<file path="src/rtl/counter_arb.sv">
// counter_arb: round-robin owner of a single toggle-accumulate counter engine.
// Two requesters (A, B) each ask for an optional clear followed by a burst of
// enabled counter cycles. The block drives the engine's e/clr inputs for the
// burst and captures the engine's final q as the transaction result.
module counter_arb #(
  parameter int LEN_W = 4
) (
  input  logic             clk,
  input  logic             clr_n,
  input  logic             req_a,
  input  logic             clr_a,
  input  logic [LEN_W-1:0] len_a,
  input  logic             req_b,
  input  logic             clr_b,
  input  logic [LEN_W-1:0] len_b,
  output logic             gnt_a,
  output logic             gnt_b,
  output logic             done_a,
  output logic             done_b,
  output logic [7:0]       result,
  output logic             busy,
  output logic             cnt_e,
  output logic             cnt_clr,
  input  logic [7:0]       cnt_q
);

  typedef enum logic [2:0] {
    IDLE,
    CLEAR,
    RUN,
    CAPT,
    DONE
  } state_t;

  typedef enum logic {
    SEL_A,
    SEL_B
  } sel_t;

  state_t           state;
  sel_t             owner;
  sel_t             last_served;
  logic [LEN_W-1:0] len_q;
  logic [LEN_W-1:0] run_cnt;

  sel_t             winner;
  logic             win_clr;
  logic [LEN_W-1:0] win_len;

  // Pick the requester to serve this IDLE cycle: a lone request wins, a tie
  // goes to whoever was not served last.
  always_comb begin
    // NOTE: every always_comb output gets a default first so no path leaves it
    // unassigned and infers a latch.
    winner = SEL_A;
    if (req_b && (!req_a || last_served == SEL_A)) begin
      winner = SEL_B;
    end
    win_clr = (winner == SEL_B) ? clr_b : clr_a;
    win_len = (winner == SEL_B) ? len_b : len_a;
  end

  // Transaction sequencer; all outputs are registered alongside the state so
  // each output reflects the state being entered.
  always_ff @(posedge clk) begin
    // NOTE: sequential state uses non-blocking assignments so every register
    // samples pre-edge values regardless of statement order.
    if (!clr_n) begin
      state       <= IDLE;
      owner       <= SEL_A;
      last_served <= SEL_B;
      len_q       <= '0;
      run_cnt     <= '0;
      gnt_a       <= 1'b0;
      gnt_b       <= 1'b0;
      done_a      <= 1'b0;
      done_b      <= 1'b0;
      busy        <= 1'b0;
      cnt_e       <= 1'b0;
      cnt_clr     <= 1'b0;
      result      <= 8'h00;
    end else begin
      done_a <= 1'b0;
      done_b <= 1'b0;
      unique case (state)
        IDLE: begin
          if (req_a || req_b) begin
            owner       <= winner;
            last_served <= winner;
            len_q       <= win_len;
            run_cnt     <= win_len;
            gnt_a       <= (winner == SEL_A);
            gnt_b       <= (winner == SEL_B);
            busy        <= 1'b1;
            if (win_clr) begin
              state   <= CLEAR;
              cnt_e   <= 1'b1;
              cnt_clr <= 1'b1;
            end else if (win_len != '0) begin
              state   <= RUN;
              cnt_e   <= 1'b1;
              cnt_clr <= 1'b0;
            end else begin
              state   <= CAPT;
              cnt_e   <= 1'b0;
              cnt_clr <= 1'b0;
            end
          end
        end
        CLEAR: begin
          cnt_clr <= 1'b0;
          if (len_q != '0) begin
            state   <= RUN;
            cnt_e   <= 1'b1;
            run_cnt <= len_q;
          end else begin
            state <= CAPT;
            cnt_e <= 1'b0;
          end
        end
        RUN: begin
          // run_cnt is never zero here: RUN is only entered with len != 0.
          if (run_cnt == LEN_W'(1)) begin
            state <= CAPT;
            cnt_e <= 1'b0;
          end else begin
            run_cnt <= run_cnt - LEN_W'(1);
          end
        end
        CAPT: begin
          result <= cnt_q;
          state  <= DONE;
          gnt_a  <= 1'b0;
          gnt_b  <= 1'b0;
          done_a <= (owner == SEL_A);
          done_b <= (owner == SEL_B);
        end
        DONE: begin
          state <= IDLE;
          busy  <= 1'b0;
        end
        default: begin
          state   <= IDLE;
          gnt_a   <= 1'b0;
          gnt_b   <= 1'b0;
          busy    <= 1'b0;
          cnt_e   <= 1'b0;
          cnt_clr <= 1'b0;
        end
      endcase
    end
  end

endmodule

</file>
<file path="config.mk">
export PLATFORM = sky130hd
export DESIGN_NAME = counter_arb
export DESIGN_NICKNAME = d
export VERILOG_FILES = /design/src/rtl/counter_arb.sv
export SDC_FILE = /design/constraint.sdc
export NUM_CORES = 1
export LEC_CHECK = 0
export CAP_MARGIN = 30
export CORE_MARGIN = 5
export CORE_UTILIZATION = 43
export CTS_CLUSTER_DIAMETER = 60
export CTS_CLUSTER_SIZE = 10
export DETAILED_ROUTE_END_ITERATION = 7
export PLACE_DENSITY_LB_ADDON = 0.15
export SYNTH_ARGS = -nofsm -noshare
export SYNTH_HDL_FRONTEND = slang
export SYNTH_SLANG_ARGS = --single-unit
</file>
<file path="constraint.sdc">
create_clock -name clk -period 1.5 [get_ports clk]
set_input_delay 0.225 -clock clk [delete_from_list [all_inputs] [get_ports clk]]
set_output_delay 0.225 -clock clk [all_outputs]
set_load 0.02 [all_outputs]
</file>
# Word-level counts from Yosys, hierarchy flattened

Cells that the tools add are included.

Register bits after elaboration: 28
Input bits: 22

$add $sub $neg: 1
Equal/unequal tests: 9
Mux-type cells: 28
Bitwise logic cells: 7
Reductions and logical operators: 20

Operators with widths:

| cell                                                | count |
|---|---|
| two-way mux 4 bit                                   | 4 |
| two-way mux 1 bit                                   | 14 |
| case mux 3 bit (4 select lines)                     | 1 |
| case mux 4 bit (3 select lines)                     | 1 |
| AND reduction 2 bit                                 | 6 |
| OR reduction 3 bit                                  | 3 |
| inequality test 2 bit, second input constant        | 4 |
| case mux 1 bit (2 select lines)                     | 4 |
| nonzero test 4 bit                                  | 2 |
| inverter 1 bit                                      | 7 |
| equality test 3 x 2 -> 1 bit, second input constant | 2 |
| two-way mux 3 bit                                   | 2 |
| equality test 4 x 1 -> 1 bit, second input constant | 1 |
| case mux 1 bit (4 select lines)                     | 1 |
| AND reduction 4 bit                                 | 1 |
| subtractor 4 x 1 -> 4 bit, second input constant    | 1 |
| equality test 3 x 1 -> 1 bit, second input constant | 1 |
| equality test 3 bit, second input constant          | 1 |
| logical NOT 3 bit                                   | 1 |
| AND reduction 3 bit                                 | 1 |
| nonzero test 3 bit                                  | 1 |
| logical OR 1 bit                                    | 2 |
| two-way mux 2 bit                                   | 1 |
| OR reduction 2 bit                                  | 1 |
| 2 further kinds                                     | 2 |

# Logic depth before layout (Yosys ltp)

Gate-level depths: netlist of the first run.

Depth after elaboration: 10
Mapped depth: 6
Gate-level depth less buffers: 6

# Worst setup path after synthesis of the first run

No wires, ideal clock.

Kind: register -> register
Start: register run_cnt[1]
End: register run_cnt[3]
Library setup time: 0.119 ns
Arrival time: 1.441 ns
Required time: 1.381 ns
Setup slack: -0.059 ns
Stages on the path, launching flop included: 6
Cell sequence: dfxtp_1 -> inv_1 -> ha_1 -> a2111oi_4 -> o32ai_1 -> o221a_2

Word-level cells in the longest chain between the ends: 3
Elaborated cells on any way between the ends: 6
Those cells by class: add/sub (1); eq/ne (2); mux (2); reduce/logical (1)

Ends and longest elaborated chain:

| what                                                                             | line     | source |
|---|---|---|
| start, declared                                                                  | 44       | `logic [LEN_W-1:0] run_cnt;` |
| start signal, assigned                                                           | 91       | `run_cnt <= win_len;` |
| start signal, assigned                                                           | 115      | `run_cnt <= len_q;` |
| start signal, assigned                                                           | 127      | `run_cnt <= run_cnt - LEN_W'(1);` |
| subtractor 4 x 1 -> 4 bit / equality test 4 x 1 -> 1 bit (equally long branches) | 127, 123 |  |
| two-way mux 4 bit / inequality test 2 bit (equally long branches)                | n/a      |  |
| case mux 4 bit (3 select lines) / AND reduction 4 bit (equally long branches)    | n/a      |  |

Parallel ways exist; a longest one is shown, timed or not. The select of a mux whose other input is x is not followed.
A chain may end at the register's enable or synchronous reset.

# Worst setup path in the final report of the first run

Start: input req_a
End: register run_cnt[3]

Word-level cells in the longest chain between the ends: 7
Elaborated cells on any way between the ends: 10
Those cells by class: eq/ne (1); mux (4); reduce/logical (5)

Ends and longest elaborated chain:

| what                            | line | source |
|---|---|---|
| start, declared                 | 10   | `input logic req_a,` |
| logical NOT 1 bit               | 56   | `if (req_b && (!req_a \|\| last_served == SEL_A)) begin` |
| logical OR 1 bit                | 56   |  |
| logical AND 1 bit               | 56   |  |
| two-way mux 1 bit               | 56   |  |
| two-way mux 4 bit               | 60   | `win_len = (winner == SEL_B) ? len_b : len_a;` |
| two-way mux 4 bit               | 87   | `if (req_a \|\| req_b) begin` |
| case mux 4 bit (3 select lines) | 85   | `unique case (state)` |

Parallel ways exist; a longest one is shown, timed or not. The select of a mux whose other input is x is not followed.

==> results_dict.tcl, run 1 <==
set metrics [dict create \
    firstDrtPassIters 4 \
    cts_buffers 3 \
    ir_drop_v 0.000681 \
    drc_errors 0 \
    dominantRegCellSynth "dfxtp_1" \
    hold_viol 0 \
    fin_worst_skew_ns 0.0124 \
    rr_startpoint "run_cnt[1]$_SDFFE_PN0P_" \
    synth-edff-count 0 \
    rows 20 \
    final_antenna_net_count 0 \
    cp-start-kind "primary input" \
    highest_layer "met4" \
    period_needed_ns 1.53 \
    cts_tree "yes" \
    path_clk_slew_ns 0.16 \
    syn_nets 181 \
    io_buffers 36 \
    fin_tns_setup_ns -0.0512 \
    netlist_instances 157 \
    async_flop_share_pct 0 \
    clk_path_buf_depth 2 \
    antenna_found_initial 0 \
    io_pins 37 \
    crit_path_max_fanout 4 \
    yosys.area_share.xor_xnor_pct 0.638 \
    tightest_slew_ns 0.397 \
    cp.required_ns 1.73 \
    crit_type "in -> reg" \
    hold_path_depth 3 \
    synth_area_leaders "dfxtp_1 (41%), a21oi_1 (7.7%), nand2_1 (5.7%)" \
    start_util_pct 45.0 \
    insertedDiodeCount 0 \
    synth_compound_area_share_pct 27.0 \
    synth_commonest_cells "dfxtp_1 (28), a21oi_1 (21), nand2_1 (21)" \
    reg2regPathDepth 6 \
    synth_top_cell_by_area "dfxtp_1" \
    synth_top_area_share_pct 40.8 \
    vias_per_cell 5.31 \
    vias 1450 \
    min_period_over_period_pct 102 \
    clock_latency_ns 0.33 \
    regToRegSetupSlack_ns -0.03 \
    rr_endpoint "run_cnt[3]$_SDFFE_PN0P_" \
    drive_above_1_share_pct 31.4 \
    finish.instance_area_um2 2170 \
    cts_sinks 28 \
    synthMuxAreaShare_pct 6.01 \
    worst_setup_path_end_kind "flip-flop" \
    min_path_type "in -> reg" \
    hold_start "cnt_q[5]" \
    yosysMostFrequentCell "dfxtp_1" \
    area_growth_pct 57.7 \
    dp_hpwl_mm 3.05 \
    arrival_ns 1.77 \
    ys_types 40 \
    placeableCoreArea_um2 3050 \
    synth_seq_area_share_pct 40.8 \
    setup_slack_ns -0.0336 \
    place.gp.congestion 0.816 \
    pre_cts_slack_ns -0.423 \
    synth_fa_ha_area_share_pct 2.55 \
    status "finished with violations" \
    syn_area_um2 1370 \
    grt_pass1_wl_mm 6.54 \
    ys_ff_latch 28 \
    finalSetupViolations 4 \
    wl_met3_um 203 \
    cts-htree-levels 1 \
    syn_area_per_cell_um2 8.75 \
    grt_usage_pct 19.1 \
    yosysWarnings 0 \
    power_mw 2.83 \
    clock.fmax_mhz 652 \
    wl_met1_mm 1.87 \
    grt_pass1_vias 1404 \
    initialDrtViolationCount 64 \
    rsz0062_at_grt "true" \
    nets 254 \
    slew_violations 0 \
    synth_top_family_by_area "compound AO/OA/AOI/OAI gates" \
    violations "setup timing" \
    p_leak_nw 0.941 \
    drv_cap 0 \
    holdPathEnd "result[5]$_SDFFE_PN0P_" \
    yosys.area_share.simple_pct 18.6 \
    die_y_um 66.5 \
    p_per_area_nw_per_um2 1310 \
    post_dp_cell_area_um2 2010 \
    die_w_um 66.5 \
    grt_max_degree 19 \
    wl_met2_mm 2.07 \
    max_slew_margin_pct 73.5 \
    place_inst 263 \
    nFillCells 255 \
    overflow 0 \
    finalWirelength_mm 4.19 \
    wl_per_cell_um 15.3 \
    dieArea_um2 4430 \
    stdcell_count 273 \
    hold_buffers 0 \
    cts_root_buf "clkbuf_4" \
]
registers in the layout, summed over array words and instances (netlist names):
signal       flops
busy             1
cnt_clr          1
cnt_e            1
done_a           1
done_b           1
gnt_a            1
gnt_b            1
last_served      1
len_q            4
owner            1
result           8
run_cnt          4
state            3
stage by stage:
| stage | utilization (%) | hold WS [ns] |
|---|---|---|
| CTS | 68.6 | 0.426 |
| floorplan | - | 0.361 |
| finish | 71.0 | 0.422 |
| global placement | 65.7 | 0.441 |
| detailed placement | 65.7 | 0.446 |
| global route | 71.0 | 0.410 |
final cells by class:
cell class	count	area, um2	area share (%)
well taps	44	55.1	2.54
clock buffers	3	22.5	1.04
flip-flops and latches	28	574	26.5
clock inverters	1	30.0	1.39
multi-input cells	116	821	37.9
repair buffers	76	646	29.8
inverters	5	18.8	0.866
cells in the final DEF, fill, tap and decap left out, types with 3 or more instances in the layout:
master / netlist / layout
dlygate4sd2_1: 0 / 14
nor3_1: 5 / 5
buf_4: 1 / 40
o21ai_0: 6 / 5
a22oi_1: 3 / 3
nor2b_1: 3 / 3
dfxtp_2: 0 / 5
nor2_1: 11 / 11
inv_1: 5 / 4
clkbuf_4: 0 / 3
o31ai_1: 3 / 3
dfxtp_1: 28 / 21
a21oi_1: 21 / 20
nand2_1: 21 / 21
a211oi_1: 4 / 4
o22a_1: 3 / 3
clkdlybuf4s50_1: 0 / 21
where the power goes:
part | leakage [nW] | switching (mW) | internal [mW] | total (mW)
Sequential | 0.232 | 0.115 | 0.883 | 0.998
Combinational | 0.681 | 0.628 | 0.705 | 1.33
Clock | 0.0279 | 0.231 | 0.270 | 0.501
how the worst max path moves through the flow:
| stage | start | end | slack, ns | depth (start not counted) |
|---|---|---|---|---|
| 2_1_floorplan | len_q[3]$_SDFFE_PN0P_ | run_cnt[3]$_SDFFE_PN0P_ | -0.02 | 4 |
| 3_3_place_gp | req_b | run_cnt[3]$_SDFFE_PN0P_ | -0.40 | 7 |
| 5_1_grt | run_cnt[1]$_SDFFE_PN0P_ | run_cnt[3]$_SDFFE_PN0P_ | -0.09 | 6 |
| 6_report | req_a | run_cnt[3]$_SDFFE_PN0P_ | -0.03 | 6 |
| 3_5_place_dp | req_b | run_cnt[3]$_SDFFE_PN0P_ | -0.42 | 7 |
| 4_1_cts | run_cnt[1]$_SDFFE_PN0P_ | run_cnt[3]$_SDFFE_PN0P_ | -0.03 | 5 |
critical path, stage by stage:
cell	delay, ns
clkdlybuf4s50_1	0.42
buf_4	0.15
nor3_1	0.33
a2111oi_4	0.11
or2_4	0.27
o221a_2	0.27
metal layers:
| metal | track usage, % | vias to the layer above |
|---|---|---|
| met3 | 2.70 | 6 |
| met2 | 33.3 | 46 |
| met5 | 0 | - |
| met4 | 5.84 | 0 |
| li1 | - | 715 |
| met1 | 24.1 | 683 |
what timing repair did:
| action | 4_1_cts | 5_1_grt |
|---|---|---|
| setup endpoints to repair | 24 | 13 |
| gates cloned | 0 | 0 |
| pin swaps | 4 | 1 |
| buffers inserted | 2 | 4 |
| gates resized for setup | 24 | 12 |
kinds of logic (layout without fill, tap and decap cells):
| kind of cell | count (synthesis) | after routing |
|---|---|---|
| compound gates | 52 | 52 |
| xor+xnor | 1 | 1 |
| fa+ha+maj | 3 | 3 |
| buf+inv | 13 | 85 |
| flops | 28 | 28 |
| mux | 8 | 8 |
| simple gates | 52 | 52 |
(Power assumes the default switching activity.)
==> run 2, diff against run 1 <==
--- a/config.mk
+++ b/config.mk
@@ -12,6 +12,7 @@
 export CTS_CLUSTER_SIZE = 10
 export DETAILED_ROUTE_END_ITERATION = 7
 export PLACE_DENSITY_LB_ADDON = 0.15
+export SLEW_MARGIN = 20
 export SYNTH_ARGS = -nofsm -noshare
 export SYNTH_HDL_FRONTEND = slang
 export SYNTH_SLANG_ARGS = --single-unit
==> results of run 2 <==
Final layout, timing and power as in run 1 (identical DEF).
==> run 3, diff against run 2 <==
--- a/config.mk
+++ b/config.mk
@@ -5,7 +5,7 @@
 export SDC_FILE = /design/constraint.sdc
 export NUM_CORES = 1
 export LEC_CHECK = 0
-export CAP_MARGIN = 30
+export CAP_MARGIN = 20
 export CORE_MARGIN = 5
 export CORE_UTILIZATION = 43
 export CTS_CLUSTER_DIAMETER = 60
==> results of run 3 <==
Final layout, timing and power as in run 1 (identical DEF).
